`config.mk`:
```
export PLATFORM = sky130hd
export DESIGN_NAME = instruction_fetch_unit
export DESIGN_NICKNAME = d
export VERILOG_FILES = /design/src/rtl/instruction_fetch_unit_pkg.sv /design/src/rtl/instruction_fetch_unit_fetch_fifo.sv /design/src/rtl/instruction_fetch_unit.sv
export SDC_FILE = /design/constraint.sdc
export NUM_CORES = 1
export LEC_CHECK = 0
export ABC_AREA = 1
export BUFFER_PORTS_ARGS = -buffer_cell sky130_fd_sc_hd__buf_2
export CORE_ASPECT_RATIO = 1.25
export CORE_MARGIN = 2
export CORE_UTILIZATION = 40
export DETAILED_ROUTE_END_ITERATION = 7
export GPL_ROUTABILITY_DRIVEN = 0
export GPL_TIMING_DRIVEN = 0
export PLACE_DENSITY = 0.57
export SYNTH_ARGS = -nofsm -noshare
export SYNTH_HDL_FRONTEND = slang
export SYNTH_HIERARCHICAL = 1
export SYNTH_SLANG_ARGS = --single-unit
```
`constraint.sdc`:
```
create_clock -name clk -period 6.87 [get_ports clk]
set_input_delay 1.374 -clock clk [delete_from_list [all_inputs] [get_ports clk]]
set_output_delay 1.374 -clock clk [all_outputs]
set_load 0.1 [all_outputs]
```
`src/rtl/instruction_fetch_unit_pkg.sv`:
```
// Shared fetch-stage constants used by the fetch unit and its queues.
package instruction_fetch_unit_pkg;

    localparam int INSTR_W = 32;
    localparam int PC_STEP = 4;

endpackage

```
`src/rtl/instruction_fetch_unit_fetch_fifo.sv`:
```
// Small synchronous FIFO with wrap-bit pointers, combinational head read and a flush.
module fetch_fifo #(
    parameter int WIDTH = 96,
    parameter int DEPTH = 4,
    localparam int AW = $clog2(DEPTH)
) (
    input  logic             clk,
    input  logic             reset,
    input  logic             push,
    input  logic             pop,
    input  logic             flush,
    input  logic [WIDTH-1:0] din,
    output logic [WIDTH-1:0] dout,
    output logic             full,
    output logic             empty,
    output logic [AW:0]      count
);

    localparam logic [AW:0] PTR_ONE = {{AW{1'b0}}, 1'b1};

    logic [WIDTH-1:0] mem [DEPTH];
    logic [AW:0]      wr_ptr_reg;
    logic [AW:0]      rd_ptr_reg;
    logic             do_push;
    logic             do_pop;

    assign empty   = (wr_ptr_reg == rd_ptr_reg);
    assign full    = (wr_ptr_reg[AW] != rd_ptr_reg[AW]) &&
                     (wr_ptr_reg[AW-1:0] == rd_ptr_reg[AW-1:0]);
    assign count   = wr_ptr_reg - rd_ptr_reg;
    assign do_push = push & ~full;
    assign do_pop  = pop & ~empty;
    assign dout    = mem[rd_ptr_reg[AW-1:0]];

    always_ff @(posedge clk) begin
        if (reset || flush) begin
            wr_ptr_reg <= '0;
            rd_ptr_reg <= '0;
        end else begin
            if (do_push) wr_ptr_reg <= wr_ptr_reg + PTR_ONE;
            if (do_pop)  rd_ptr_reg <= rd_ptr_reg + PTR_ONE;
        end
    end

    always_ff @(posedge clk) begin
        if (do_push) mem[wr_ptr_reg[AW-1:0]] <= din;
    end

endmodule

```
`src/rtl/instruction_fetch_unit.sv`:
```
// Fetch stage: issues word reads, tags responses with their request PC, queues them for decode.
module instruction_fetch_unit
    import instruction_fetch_unit_pkg::*;
#(
    parameter int              XLEN       = 64,
    parameter logic [XLEN-1:0] RESET_PC   = '0,
    parameter int              FIFO_DEPTH = 4
) (
    input  logic               clk,
    input  logic               reset,
    output logic               imem_req_valid,
    input  logic               imem_req_ready,
    output logic [XLEN-1:0]    imem_req_addr,
    input  logic               imem_rsp_valid,
    input  logic [INSTR_W-1:0] imem_rsp_data,
    input  logic               redirect_valid,
    input  logic [XLEN-1:0]    redirect_pc,
    output logic               instr_valid,
    input  logic               instr_ready,
    output logic [INSTR_W-1:0] instruction,
    output logic [XLEN-1:0]    instr_pc
);

    localparam int          CW      = $clog2(FIFO_DEPTH + 1);
    localparam int          DW      = XLEN + INSTR_W;
    localparam logic [CW:0] DEPTH_C = (CW + 1)'(FIFO_DEPTH);

    logic [XLEN-1:0] fetch_pc_reg;
    logic [CW-1:0]   drop_cnt_reg;
    logic [CW-1:0]   inflight;
    logic [CW-1:0]   count;
    logic [CW:0]     credit_sum;
    logic [XLEN-1:0] tag_pc;
    logic [DW-1:0]   q_head;
    logic            tag_full;
    logic            tag_empty;
    logic            q_full;
    logic            q_empty;
    logic            req_fire;
    logic            pop;
    logic            rsp_live;
    logic            rsp_keep;

    // The tag queue depth equals the number of outstanding requests.
    assign credit_sum     = {1'b0, count} + {1'b0, inflight};
    assign imem_req_valid = (credit_sum < DEPTH_C) & ~q_full & ~tag_full;
    assign imem_req_addr  = fetch_pc_reg;
    assign req_fire       = imem_req_valid & imem_req_ready;
    assign pop            = instr_valid & instr_ready;
    assign rsp_live       = imem_rsp_valid & ~tag_empty;
    assign rsp_keep       = rsp_live & (drop_cnt_reg == '0) & ~redirect_valid;

    assign instr_valid = ~q_empty;
    assign instruction = q_head[INSTR_W-1:0];
    assign instr_pc    = q_head[DW-1:INSTR_W];

    fetch_fifo #(.WIDTH(XLEN), .DEPTH(FIFO_DEPTH)) u_tag_fifo (
        .clk   (clk),
        .reset (reset),
        .push  (req_fire),
        .pop   (rsp_live),
        .flush (1'b0),
        .din   (fetch_pc_reg),
        .dout  (tag_pc),
        .full  (tag_full),
        .empty (tag_empty),
        .count (inflight)
    );

    fetch_fifo #(.WIDTH(DW), .DEPTH(FIFO_DEPTH)) u_instr_fifo (
        .clk   (clk),
        .reset (reset),
        .push  (rsp_keep),
        .pop   (pop),
        .flush (redirect_valid),
        .din   ({tag_pc, imem_rsp_data}),
        .dout  (q_head),
        .full  (q_full),
        .empty (q_empty),
        .count (count)
    );

    always_ff @(posedge clk) begin
        if (reset) begin
            fetch_pc_reg <= RESET_PC;
        end else if (redirect_valid) begin
            fetch_pc_reg <= {redirect_pc[XLEN-1:2], 2'b00};
        end else if (req_fire) begin
            fetch_pc_reg <= fetch_pc_reg + XLEN'(PC_STEP);
        end
    end

    // Every request still outstanding after a redirect, including one firing now, is stale.
    always_ff @(posedge clk) begin
        if (reset) begin
            drop_cnt_reg <= '0;
        end else if (redirect_valid) begin
            drop_cnt_reg <= inflight + CW'(req_fire) - CW'(rsp_live);
        end else if (rsp_live && drop_cnt_reg != '0) begin
            drop_cnt_reg <= drop_cnt_reg - CW'(1);
        end
    end

endmodule

```
==> impl_summary.txt <==
----------------------------------------------------
[Setup path]
  Startpoint of the most critical register-to-register path ... u_tag_fifo/wr_ptr_reg[0]$_SDFFE_PP0P_
  CP Data Arrival Time ... 5.12 ns
  Endpoint of the most critical register-to-register path ... u_tag_fifo/mem[2][51]$_DFFE_PP_
  Category of the most critical setup path ... input port to register
  Required time of the critical path ... 7.17 ns
  Reg2Reg Depth ... 13
  Setup slack of the most critical reg-to-reg path ... 2.18 ns
  Setup crit end kind ... register
  Kind of start point of the critical path ... input port
  Critical-path maximum fanout ... 26

[Yosys]
  Dominant cell by count in the synthesized netlist ... edfxtp_1
  Biggest area consumer among synthesized cells ... edfxtp_1
  Cells taking the most area after synthesis ... edfxtp_1 64%, nor2_1 6.0%, dfxtp_1 5.4%, o21ai_0 3.8%, nand2_1 3.6%
  Number of distinct library cells after synthesis ... 40
  Synthesized netlist cell count ... 2570
  Most frequently used flop master after synthesis ... edfxtp_1
  Post-synth top area share ... 0.645
  Share of flip-flops with an asynchronous set or reset ... 0
  Number of flip-flops and latches in the synthesized netlist ... 721
  Per-instance average area after synthesis ... 11.6 sq um
  Sequential cell area fraction in the yosys report ... 0.699
  Number of warnings reported in the yosys synthesis log ... 6
  Area of the mapped netlist ... 0.0298 sq mm
  Count of flip-flops with a built-in enable after synthesis ... 640
  Synth cell count leaders ... 640 x edfxtp_1, 474 x nor2_1, 287 x nand2_1

[CTS]
  Count of clock tree sinks ... 721
  Count of hold-fix buffers inserted at cts ... 0
  Inserted Clock Buffers ... 73
  CTS tree ... done
  Maximum buffer depth of the clock tree ... 3
  Number of gates resized after CTS ... 0
  Clock slew seen by the registers of the worst setup and hold paths ... 0.06 ns
  Clock Tree Root ... clkbuf_16
  Clock latency on the worst-skew pair ... 0.63 ns
  Number of H-tree levels ... 3
  Setup bufs post-CTS ... 0

[Die]
  Die span in x ... 248 microns
  Placement Rows ... 111
  Floorplan Core Area ... 0.0736 sq mm
  Chip height ... 309 microns
  IO Count ... 264
  Die Area ... 0.0767 sq mm
  Starting density of the core ... 0.405

[STA]
  Final hold violation count ... 0
  Final setup fails ... 0
  Highest attainable clock frequency ... 208 MHz
  Crit share post-route ... 0.701
  Max Clock Skew ... 0.0244 ns
  Worst-margin pin slew ... 1.12 ns
  Setup repair after global routing missed its margin ... no
  Post-layout min period ... 4.81 ns
  Total Neg Setup Slack ... 0 ns
  Final hold slack ... 0.547 ns
  Number of pins exceeding their max-slew limit in the final report ... 0
  Worst-case headroom to the max-slew limit ... 0.246

[Power]
  Sum of internal, switching and leakage power ... 9.68 mW
  Clock share of power ... 0.424
  Combinational power share ... 0.062
  Total net switching power ... 2.28 mW
  Pwr/cell area ... 274 mW/mm^2
  Cell internal power dissipation ... 7.40 mW
  Switching part of the total ... 0.236
  Sequential power share ... 0.514
  Leakage power ... 12.8 nW
  Max IR drop VDD ... 180 uV

[Cells and area]
  Final Instance Count excl. Fillers ... 3956
  Filler instances ... 6691
  Ant. Diodes ... 0
  Final core utilization ... 0.480
  Area added between synthesis and finish ... 18.5%
  Register Area ... 0.0208 sq mm
  Nets@finish ... 3062
  Share of layout cells above drive strength 1 ... 0.175
  Total area of multi-input combinational cells ... 0.00758 sq mm
  Flip-flop count of the largest register after layout ... 384

[Placed design]
  Total instance count after detailed placement ... 3821
  DP Wirelength ... 60.1 mm
  Port-buffer cells ... 259

[Status]
  Status ... complete, no violations

[Job]
  Maximum capacitance violations ... 0

[Drt]
  Residual DRC ... 0
  Total detailed-routing wirelength ... 87.4 mm
  Remaining antenna violation count ... 0
  Mean number of vias per cell ... 5.37
  1st-iter DRT viols ... 1630
  Average wire length per cell after detail routing ... 22.1 microns
  Via Count ... 21300
  DR pass1 iterations ... 5

[Global routing]
  Gr usage total ... 0.225
  Vias in the first global route ... 20800
  Initial antenna violation count ... 0
  Largest net degree at the start of global routing ... 29
  Overall overflow remaining after global route ... 0
  First-pass GRT wire length ... 128 mm

[Worst hold path]
  Path class of the lowest-slack min-delay path ... register to register
  Number of cells traversed by the worst hold path ... 2
  Hold wc startpoint ... u_instr_fifo/wr_ptr_reg[2]$_SDFFE_PP0P_
  Worst hold endpoint ... u_instr_fifo/wr_ptr_reg[2]$_SDFFE_PP0P_

----------------------------------------------------
power groups by stage:
stage	clock network, mW	registers [mW]	logic (mW)
after floorplan	0	5.19	0.257
after global placement	0	5.08	0.579
after detailed placement	0	5.07	0.603
after CTS	4.18	4.98	0.605
after global routing	4.35	4.98	0.643
final	4.10	4.98	0.604
final cells by class:
| type | count | share of cell area |
|---|---|---|
| buffer | 131 | 0.0247 |
| clock inverter | 47 | 0.0158 |
| tap | 960 | 0.0340 |
| inverter | 161 | 0.0172 |
| clock buffer | 88 | 0.0542 |
| sequential | 721 | 0.590 |
| timing repair buffer | 281 | 0.0496 |
| multi-input combinational | 1567 | 0.215 |
per-layer routing:
| layer | GRT usage | wire length, microns | vias to the layer above |
|---|---|---|---|
| li1 | - | - | 9851 |
| met1 | 0.291 | 35900 | 10500 |
| met2 | 0.389 | 43600 | 810 |
| met3 | 0.0295 | 5370 | 123 |
| met4 | 0.0775 | 2530 | 0 |
| met5 | 0 | 0 | - |
critical path, cell delays in order:
cell      delay, ns
buf_2          0.11
buf_2          0.19
clkbuf_1       0.33
buf_2          0.33
nor4_1         0.98
nand2_1        0.41
nor2_4         0.79
buf_12         0.29
buf_12         0.23
logic make-up after synthesis:
family	share of synthesized area
fa+ha+maj	0.0108
other cells	0.000126
xor+xnor	0.00676
buf+inv	0.0497
flops	0.699
compound gates	0.114
simple gates	0.119
how the worst max path moves through the flow:
stage	startpoint	endpoint
2_1_floorplan	redirect_valid	u_instr_fifo/mem[0][0]$_DFFE_PP_
3_3_place_gp	redirect_valid	u_instr_fifo/mem[0][72]$_DFFE_PP_
3_5_place_dp	redirect_valid	u_instr_fifo/mem[0][72]$_DFFE_PP_
4_1_cts	redirect_valid	u_instr_fifo/mem[0][78]$_DFFE_PP_
5_1_grt	u_tag_fifo/wr_ptr_reg[0]$_SDFFE_PP0P_	u_tag_fifo/mem[0][46]$_DFFE_PP_
6_report	redirect_valid	u_instr_fifo/mem[0][78]$_DFFE_PP_
cells in the final DEF (no fill, tap or decap), types with 14 or more instances in the layout:
| master | Yosys | final |
|---|---|---|
| nor2_4 | 6 | 14 |
| clkbuf_1 | 45 | 57 |
| nor2_1 | 474 | 466 |
| o21ai_1 | 164 | 164 |
| clkbuf_16 | 0 | 73 |
| buf_2 | 24 | 283 |
| inv_1 | 153 | 153 |
| o21ai_0 | 227 | 227 |
| buf_4 | 14 | 14 |
| edfxtp_1 | 640 | 640 |
| xor2_1 | 21 | 21 |
| a21oi_1 | 65 | 65 |
| buf_6 | 38 | 38 |
| dfxtp_1 | 81 | 81 |
| nand3_1 | 70 | 70 |
| o22ai_1 | 160 | 160 |
| buf_12 | 0 | 20 |
| nand2_1 | 287 | 287 |
| ha_1 | 21 | 21 |
stage by stage:
stage                     worst slack (ns)  cell area (sq um)
final                                 2.06              35300
after global routing                  1.85              35300
after CTS                             2.10              35300
after detailed placement              1.47              32900
after global placement               -4.97              32300
after floorplan                     -0.394              29800
(Power assumes the default switching activity.)
